`src/rtl/keypad_emulator_if.sv`:
```
// Keypad emulator bus interface.
// Bundles the scanner-facing matrix lines and the press request handshake.
//   col         : active-low column strobe from the matrix scanner
//   press_valid : request to press the key on press_key
//   press_key   : key index 0-15 (row_bit*4 + col_bit)
//   press_ready : a request can be accepted
//   row         : active-low row lines back to the scanner (4'b1111 = no key)
//   busy        : a press/release cycle is in progress
//   done        : one-cycle pulse when a press/release cycle completes
// master = request/scanner side, slave = emulator.
interface keypad_emulator_if;
   logic [3:0] col;
   logic       press_valid;
   logic [3:0] press_key;
   logic       press_ready;
   logic [3:0] row;
   logic       busy;
   logic       done;

   modport master (
      output col, press_valid, press_key,
      input  press_ready, row, busy, done
   );

   modport slave (
      input  col, press_valid, press_key,
      output press_ready, row, busy, done
   );
endinterface

```
`src/rtl/keypad_emulator.sv`:
```
// Keypad emulator: drives the row lines of a 4x4 key matrix as if one key were
// pressed for HOLD_CYCLES and then released for RELEASE_CYCLES.
// Ports:
//   clk   : system clock
//   rst_n : asynchronous active-low reset
//   bus   : keypad_emulator_if.slave (col, press_valid, press_key in;
//           press_ready, row, busy, done out)
// Optional feature: define KEYEMU_BOUNCE_EN to emulate contact bounce during the
// first BOUNCE_CYCLES of each press (row drive alternates every BOUNCE_PERIOD).
module keypad_emulator #(
   parameter logic [31:0] HOLD_CYCLES    = 32'd3000_000,
   parameter logic [31:0] RELEASE_CYCLES = 32'd3000_000,
   parameter logic [31:0] BOUNCE_CYCLES  = 32'd500_000,
   parameter logic [31:0] BOUNCE_PERIOD  = 32'd50_000
) (
   input  logic               clk,
   input  logic               rst_n,
   keypad_emulator_if.slave   bus
);

   localparam logic [1:0] IDLE    = 2'd0;
   localparam logic [1:0] PRESS   = 2'd1;
   localparam logic [1:0] RELEASE = 2'd2;

   // Terminal counter values; a zero length behaves as one cycle.
   localparam logic [31:0] HOLD_LAST = (HOLD_CYCLES    == 32'd0) ? 32'd0 : HOLD_CYCLES - 32'd1;
   localparam logic [31:0] REL_LAST  = (RELEASE_CYCLES == 32'd0) ? 32'd0 : RELEASE_CYCLES - 32'd1;

   logic [1:0]  state_q, state_d;
   logic [31:0] cnt_q, cnt_d;
   logic [3:0]  key_q, key_d;
   logic [3:0]  row_q, row_d;
   logic        done_q, done_d;
   logic        drive_en;

`ifdef KEYEMU_BOUNCE_EN
   localparam logic [31:0] BPER_LAST = (BOUNCE_PERIOD == 32'd0) ? 32'd0 : BOUNCE_PERIOD - 32'd1;

   // bcnt_q counts within a bounce interval; bphase_q is set in odd intervals.
   logic [31:0] bcnt_q, bcnt_d;
   logic        bphase_q, bphase_d;

   always_comb begin
      bcnt_d   = bcnt_q;
      bphase_d = bphase_q;
      if (state_q == IDLE) begin
         bcnt_d   = 32'd0;
         bphase_d = 1'b0;
      end else if (state_q == PRESS) begin
         if (bcnt_q == BPER_LAST) begin
            bcnt_d   = 32'd0;
            bphase_d = ~bphase_q;
         end else begin
            bcnt_d = bcnt_q + 32'd1;
         end
      end
   end

   always_ff @(posedge clk or negedge rst_n) begin
      if (!rst_n) begin
         bcnt_q   <= 32'd0;
         bphase_q <= 1'b0;
      end else begin
         bcnt_q   <= bcnt_d;
         bphase_q <= bphase_d;
      end
   end

   assign drive_en = (cnt_q >= BOUNCE_CYCLES) || !bphase_q;
`else
   assign drive_en = 1'b1;
`endif

   always_comb begin
      state_d = state_q;
      cnt_d   = cnt_q;
      key_d   = key_q;
      done_d  = 1'b0;
      row_d   = 4'b1111;

      case (state_q)
         IDLE: begin
            if (bus.press_valid) begin
               key_d   = bus.press_key;
               cnt_d   = 32'd0;
               state_d = PRESS;
            end
         end
         PRESS: begin
            if (cnt_q == HOLD_LAST) begin
               state_d = RELEASE;
               cnt_d   = 32'd0;
            end else begin
               cnt_d = cnt_q + 32'd1;
            end
         end
         RELEASE: begin
            // The done cycle is spent still in RELEASE so a request seen
            // alongside done is not taken; IDLE follows on the next edge.
            if (done_q) begin
               state_d = IDLE;
               cnt_d   = 32'd0;
            end else if (cnt_q == REL_LAST) begin
               done_d = 1'b1;
            end else begin
               cnt_d = cnt_q + 32'd1;
            end
         end
         default: state_d = IDLE;
      endcase

      // Only drive a row while the press continues into the next cycle, so the
      // registered row is released together with the PRESS->RELEASE step.
      if (state_q == PRESS && state_d == PRESS && drive_en &&
          bus.col == ~(4'b0001 << key_q[1:0])) begin
         row_d = ~(4'b0001 << key_q[3:2]);
      end
   end

   always_ff @(posedge clk or negedge rst_n) begin
      if (!rst_n) begin
         state_q <= IDLE;
         cnt_q   <= 32'd0;
         key_q   <= 4'd0;
         row_q   <= 4'b1111;
         done_q  <= 1'b0;
      end else begin
         state_q <= state_d;
         cnt_q   <= cnt_d;
         key_q   <= key_d;
         row_q   <= row_d;
         done_q  <= done_d;
      end
   end

   assign bus.press_ready = (state_q == IDLE);
   assign bus.busy        = (state_q != IDLE);
   assign bus.row         = row_q;
   assign bus.done        = done_q;

endmodule

```
`src/flat_wrapper.sv`:
```
// flat-port wrapper written by rule: the top's interface ports become plain ports
module keypad_emulator_flat 
#(
   parameter logic [31:0] HOLD_CYCLES    = 32'd3000_000,
   parameter logic [31:0] RELEASE_CYCLES = 32'd3000_000,
   parameter logic [31:0] BOUNCE_CYCLES  = 32'd500_000,
   parameter logic [31:0] BOUNCE_PERIOD  = 32'd50_000
)
  (clk, rst_n, bus_col, bus_press_valid, bus_press_key, bus_press_ready, bus_row, bus_busy, bus_done);
  keypad_emulator_if bus_i ();
  input  logic clk;
  input  logic rst_n;
  input wire logic [$bits(bus_i.col)-1:0] bus_col;
  input wire logic [$bits(bus_i.press_valid)-1:0] bus_press_valid;
  input wire logic [$bits(bus_i.press_key)-1:0] bus_press_key;
  output wire logic [$bits(bus_i.press_ready)-1:0] bus_press_ready;
  output wire logic [$bits(bus_i.row)-1:0] bus_row;
  output wire logic [$bits(bus_i.busy)-1:0] bus_busy;
  output wire logic [$bits(bus_i.done)-1:0] bus_done;
  assign bus_i.col = bus_col;
  assign bus_i.press_valid = bus_press_valid;
  assign bus_i.press_key = bus_press_key;
  assign bus_press_ready = bus_i.press_ready;
  assign bus_row = bus_i.row;
  assign bus_busy = bus_i.busy;
  assign bus_done = bus_i.done;
  keypad_emulator #(.HOLD_CYCLES(HOLD_CYCLES), .RELEASE_CYCLES(RELEASE_CYCLES), .BOUNCE_CYCLES(BOUNCE_CYCLES), .BOUNCE_PERIOD(BOUNCE_PERIOD)) u_core (.clk(clk), .rst_n(rst_n), .bus(bus_i));
endmodule
```
`config.mk`:
```
export PLATFORM = sky130hd
export DESIGN_NAME = keypad_emulator_flat
export DESIGN_NICKNAME = d
export VERILOG_FILES = /design/src/rtl/keypad_emulator_if.sv /design/src/rtl/keypad_emulator.sv /design/src/flat_wrapper.sv
export SDC_FILE = /design/constraint.sdc
export NUM_CORES = 1
export LEC_CHECK = 0
export ABC_AREA = 0
export CAP_MARGIN = 0
export CORE_MARGIN = 1
export CORE_UTILIZATION = 51
export CTS_CLUSTER_DIAMETER = 200
export DETAILED_ROUTE_END_ITERATION = 10
export HOLD_SLACK_MARGIN = 0.03
export PLACE_DENSITY_LB_ADDON = 0.25
export SLEW_MARGIN = 15
export SYNTH_ARGS = -nofsm -noshare
export SYNTH_HDL_FRONTEND = slang
export SYNTH_SLANG_ARGS = --single-unit
```
`constraint.sdc`:
```
create_clock -name clk -period 3.2 [get_ports clk]
set_input_delay 0.64 -clock clk [delete_from_list [all_inputs] [get_ports clk]]
set_output_delay 0.64 -clock clk [all_outputs]
set_load 0.005 [all_outputs]
```
==> summary.txt <==
Outcome
  – Status: finished clean

Finish
  – Share of cells above drive strength 1: 12.2%
  – Post-Layout Cell Count: ~360
  – Area of the multi-input gates: 0.00136 mm²
  – Final nets: ~300
  – Design Area, Final: ~0.0029 mm²
  – N_diodes: 0
  – Seq. cell area: between 0.001 and 0.0015 mm²
  – Fillers: 414
  – Area grow syn2layout: 13.9%

Routing
  – Pre-antenna DRT Iters: 4
  – WL/cell: around 16 µm
  – 1st-iter DRT viols: 167
  – Routed WL: 5710 µm
  – DRT antenna net count: 0
  – Number of remaining DRC errors: 0
  – Via/cell ratio: slightly below 6
  – Routed via count: 2,155

STA
  – Worst Setup Slack, final: roughly 0.65 ns
  – Worst Skew: approximately 0.0091 ns
  – Fmax: 393 MHz
  – Slew HR: about two fifths
  – Period minus WS final: approximately 2.5 ns
  – RSZ-0062 raised after global routing: false
  – Measured slew at the worst slew-check pin: 0.913 ns
  – Hold Violations, Final: 0
  – Slew Viols, Final: 0
  – Final setup viols: 0
  – Fin crit share: between 70% and 80%
  – Total Neg Setup Slack: 0 ns

Global route
  – Overflow after GRT: 0
  – Largest net degree at the start of global routing: 44
  – Initial antenna violation count: 0
  – Number of global-route vias before repair: between 1,500 and 2,000
  – Gr usage total: 24.1%
  – First-pass GRT wire length: between 9000 and 10,000 µm

Clocking
  – Clk_lat worst skew: ~0.30 ns
  – # H-tree levels: 2
  – Post-CTS Setup Bufs: 0
  – CTS tree: built
  – Num CTS Buffers: 5
  – Root Buffer: clkbuf_8
  – Hold-fix buffers, CTS: 0
  – Max Root-Sink Buffers: 2
  – Clk slew on worst S/H paths: 0.09 ns
  – Clock Sinks: 43
  – CTS resizes: 0

Critical path
  – CP Data Arrival Time: 2.73 ns
  – Reg2reg path depth: 6
  – Crit path kind: flop to flop
  – CP endpoint: u_core.cnt_q[12]
  – Crit end category: flop
  – Maximum net fanout on the critical path: 18
  – R2R Path End: u_core.cnt_q[12]
  – CP required: ~3.4 ns
  – FF-to-FF Start: u_core.cnt_q[29]
  – Startpoint Class: flop
  – Slack of the worst reg-to-reg path: 0.65 ns
  – Setup crit start: u_core.cnt_q[29]

Synth
  – Mapped Cells: 271
  – Mapped Avg Cell Area: about 9 µm²
  – Mapped Area: ~0.0025 mm²
  – FF+latch count, synth: 43
  – Synthesized Nets: around 290
  – Yosys Warn Count: 0
  – Unique masters post-synth: between 40 and 50
  – Post-synthesis sequential area ratio: between 40% and 50%

Placed design
  – Dpl hpwl: between 3000 and 4000 µm
  – DP Cell Count: between 300 and 400
  – I/O Buffers: 17
  – Gp weighted congestion: 0.899
  – Placement Setup Slack: between 0.4 and 0.5 ns
  – Area post-placement: between 0.002 and 0.003 mm²

Worst hold path
  – Worst hold path class: input pin to asynchronous set/reset pin

Floorplan
  – Die boundary width: ~70 µm
  – Die area: slightly above 0.005 mm²
  – Die Y: about 70 µm
  – Site row count: 25
  – Starting Density: between 50% and 60%
  – # IOs: 18
  – Core area: approximately 0.0047 mm²

Power and ir drop
  – VDD IR max: about 0.00024 V
  – Sw Pwr: between 0.0004 and 0.0005 W
  – Share of power burned in registers: between 40 and 50%
  – Clk pwr share: 26.3%
  – PnR Total Power: between 0.001 and 0.0015 W
  – Internal: ~0.0009 W
  – Sw frac: around 34%
  – Cell area power density: ~490 mW/mm²
  – Pleak: roughly 1.1 nW
  – Gate power share: between 20% and 30%

Job
  – Number of max-cap violations: 0
## sequential cells by signal, summed over array words and instances, names as in the netlist
name             flops
u_core.bus.row       4
u_core.cnt_q        32
u_core.key_q         4
u_core.bus.done      1
u_core.state_q       2
## cell usage after synthesis (all sizes together)
cell type,count,area (µm²)
nand2b,1,6.26
a31oi,1,6.26
a21oi,15,75.1
o211ai,1,7.51
nor3b,2,15.0
nand3b,2,15.0
nor3,9,45.0
or3,13,87.6
or4b,4,40.0
xnor2,2,17.5
o21ai,20,100
inv,6,22.5
nand4,15,93.8
mux2,4,45.0
a211o,1,8.76
or4,5,37.5
nor4,6,58.8
and2,2,12.5
dfstp,4,105
nand3,22,115
nand2,21,78.8
nor2,22,82.6
o31ai,4,30.0
or2,1,6.26
nor4b,4,35.0
and4b,1,10.0
ha,5,62.6
nor4bb,1,10.0
a211oi,1,7.51
nor2b,4,25.0
or3b,1,8.76
o2111ai,3,26.3
o31a,2,18.8
clkbuf,6,23.8
and3,5,31.3
dfrtp,39,976
xor2,12,105
buf,3,26.3
o32ai,1,27.5
## layer usage
metal | GRT usage (%) | wire length (µm) | vias up
met4 | 9.15 | 110 | 0
met1 | 35.1 | 2710 | 1025
met5 | 0 | 0 | -
met3 | 4.72 | 277 | 13
met2 | 35.5 | 2610 | 61
li1 | - | - | 1056
## worst max-delay path, stage by stage (launching register included)
cell and delay, ns:
dfrtp_1 0.43, or4b_1 0.55, or3_1 0.40, o31a_2 0.38, o32ai_4 0.27, buf_4 0.32, nor2_1 0.07
## cell usage in the layout (no fill, tap or decap), types with 5 or more instances in the layout
cell type,netlist,final
clkdlybuf4s50_1,0,16
or3_1,11,11
a21oi_1,15,15
dfrtp_1,39,39
buf_4,0,7
nand4_1,15,15
nor2_1,22,22
nand3_1,21,21
or4_1,5,5
o21ai_0,20,20
nand2_1,21,21
inv_1,6,6
xor2_1,12,12
nor3_1,9,9
clkbuf_8,0,6
ha_1,5,5
and3_1,5,5
## worst min path at each step
stage | end | slack, ns | depth (start not counted)
global placement | u_core.cnt_q[0] | 0.51 | 1
CTS | u_core.cnt_q[3] | 0.51 | 1
detailed placement | u_core.key_q[0] | 0.52 | 1
global route | u_core.cnt_q[3] | 0.56 | 1
finish | u_core.cnt_q[3] | 0.46 | 1
floorplan | u_core.bus.done | 0.34 | 0
## power groups by stage
stage	clock network [W]	registers [W]	logic [W]
final	0.000365	0.000624	0.000399
after global routing	0.000386	0.000630	0.000440
after CTS	0.000370	0.000624	0.000399
after detailed placement	0	0.000633	0.000399
after global placement	0	0.000630	0.000393
after floorplan	0	0.000623	0.000295
## cells by family after synthesis
logic type               synth area share (%)
buffers and inverters                    2.90
adder cells (fa/ha/maj)                  2.50
XOR/XNOR                                 4.89
multiplexers                             1.80
AND/OR/NAND/NOR                          32.5
AO/OA/AOI/OAI                            12.3
flip-flops                               43.1
## metrics by stage
step | hold WS, ns | utilization [%]
6_report | 0.461 | 60.5
5_1_grt | 0.562 | 60.5
4_1_cts | 0.507 | 60.5
3_5_place_dp | 0.522 | 58.5
3_3_place_gp | 0.507 | 58.5
2_1_floorplan | 0.344 | -
## final cells by class
class | count | area share (%)
inverter | 6 | 0.789
clock inverter | 1 | 0.175
multi-input combinational | 213 | 47.6
clock buffer | 7 | 3.02
tap | 67 | 2.94
timing repair buffer | 24 | 7.62
sequential | 43 | 37.9
Note: power is estimated with default switching activity, not from simulation.
==> edit, RTL diff (same flow settings) <==
Build with the macro `KEYEMU_BOUNCE_EN` defined.
--- a/src/rtl/keypad_emulator.sv
+++ b/src/rtl/keypad_emulator.sv
@@ -7,6 +7,8 @@
 //           press_ready, row, busy, done out)
 // Optional feature: define KEYEMU_BOUNCE_EN to emulate contact bounce during the
 // first BOUNCE_CYCLES of each press (row drive alternates every BOUNCE_PERIOD).
+`define KEYEMU_BOUNCE_EN
+
 module keypad_emulator #(
    parameter logic [31:0] HOLD_CYCLES    = 32'd3000_000,
    parameter logic [31:0] RELEASE_CYCLES = 32'd3000_000,
Function: same outputs for any inputs over 10 cycles, from zero or initial values and one cycle with rst_n low; that may be too few to reach the edited logic, so the function may still have changed.
==> edit against the unedited design <==
  * Clock power is 120% higher
  * Synthesized cell count up 70%
  * Wire length up 65%
  * Area after synthesis rose by 74%
  * Sequential power up 73%
  * Fmax fell by 6.5%
  * Setup slack worse by 0.18 ns
  * Critical path depth shrank 2
  * Total power is 83% higher
  * Global-route usage decreased by 1.2 points
  * Cell area increased by 70%
  * Final cell count grew 63%
  * Sequential cell count grew 33
  * Die area increased by 71%
  * Critical path type is now flop to output pin
  * Largest power group unchanged
==> edit: results (changes against the unedited design) <==
Global routing
  • Global-route wire length before repair: 15.9 mm (+67%)
  • Met1 usage: 31.4% (-3.7 points)
  • Antenna violations before repair: 0 (unchanged)
  • Vias in the first global route: 3362 (+72%)
  • Met3 usage in global routing: 4.19% (-0.54 points)
  • Largest net degree at the start of global routing: 77 (+75%)
  • M2 GR Usage: 36.5% (+1.0 points)
  • GRT Overall Usage: 22.9% (-1.2 points)

Synthesis
  • Syn nets: 478 (+67%)
  • Compound-cell area share of the yosys netlist: 10.9% (-1.4 points)
  • Mux share of post-synthesis cell area: 1.52% (-0.27 points)
  • Syn Area/Cell: 9.45 um2 (+2.2%)
  • Top area cells in the synthesized netlist: dfrtp_1, nor2_1, xnor2_1, nor4_2, xor2_1
  • Yosys warnings: 0 (unchanged)
  • Synth Area in Adders: 2.01% (-0.48 points)
  • Post-synthesis sequential area ratio: 43.8% (+0.71 points)
  • XOR/XNOR Fraction of Synth Area: 7.85% (+3.0 points)

Setup path
  • Crit-path max cell delay: 0.51 ns (-0.04 ns)
  • CP max FO: 13 (-5)
  • Top delay family on crit path: buffers and inverters
  • Reg2reg path depth: 7 (+1)
  • CP arrival: 2.08 ns (-0.65 ns)
  • Worst reg2reg endpoint: u_core.bcnt_q[31]
  • Worst R2R Setup Slack: 0.53 ns (-0.12 ns)
  • Beginning of the critical path: u_core.state_q[1]
  • Crit-path slowest cell: clkdlybuf4s50_1
  • Setup crit end: bus_press_ready

Hold path
  • HP Class: primary input to asynchronous set/reset pin

STA
  • Clock Skews: 0.00911 ns (+0.0000394 ns)
  • F_max: 367 MHz (-6.5%)
  • Relative slew slack: 36.6% (-2.5 points)

Placed design
  • Placed insts: 574 (+63%)
  • Pre-CTS WS: 0.540 ns (+0.0744 ns)
  • GP Congestion: 0.866 (-3.7%)
  • Placed inst area: 0.00462 mm2 (+67%)
  • Post-DP HPWL: 6.62 mm (+71%)

Route
  • Via density: 6.08 (+1.8%)
  • Initial DRC count: 263 (+57%)
  • Wl on met1: 4.60 mm (+70%)
  • Met3 WL: 296 um (+6.9%)
  • WL per Instance: 16.0 um (+1.2%)
  • Pre-antenna DRT Iters: 5 (+1)

CTS
  • Worst-Skew Late Latency: 0.35 ns (+0.05 ns)
  • H-tree Lvls: 3 (+1)
  • Worst-case clock buffer depth: 2 (unchanged)
  • CTS buffer count: 9 (+4)

Power
  • P_leak: 0.00186 uW (+69%)
  • VDD IR max: 0.365 mV (+54%)

Status
  • Run status: completed

Cells and area
  • Non-filler cells, final: 590 (+63%)
  • Biggest regs: u_core.bcnt_q: 32 flops, u_core.cnt_q: 32 flops
  • Layout cell share with drive strength beyond 1: 11.3% (-0.90 points)
  • NumNets Final: 498 (+61%)
==> edit: changes by cell type after synthesis, moves of 8 or more <==
cell	before	now
inv_1	6	16
nor4_2	1	13
a21oi_1	15	27
nand4_1	15	23
nand2_1	21	30
dfrtp_1	39	72
o21ai_0	20	10
o31ai_1	4	13
nor2_1	22	55
xnor2_1	2	22
==> edit: cells by family after synthesis <==
kind of cell,count (synthesis)
xor gates and xnor gates,39
AOI/OAI and AO/OA,72
buffers and inverters,32
DFF,76
and+or+nand+nor,228
adders and majority gates,7
muxes,6
==> edit: power by group <==
group          internal, uW  total (uW)  leakage, uW  switching (uW)
Sequential             1020        1080      0.00103            63.1
Clock                   460         808     0.000107             347
Combinational           244         642     0.000719             399
==> edit: layout make-up <==
cell class                      count  area [um2]
Fill cell                         714        3370
Multi-Input combinational cell    352        2300
Sequential cell                    76        1910
Timing Repair Buffer               24         220
Clock buffer                       12         145
Tap cell                          105         131
Clock inverter                      4        72.6
Inverter                           17        63.8
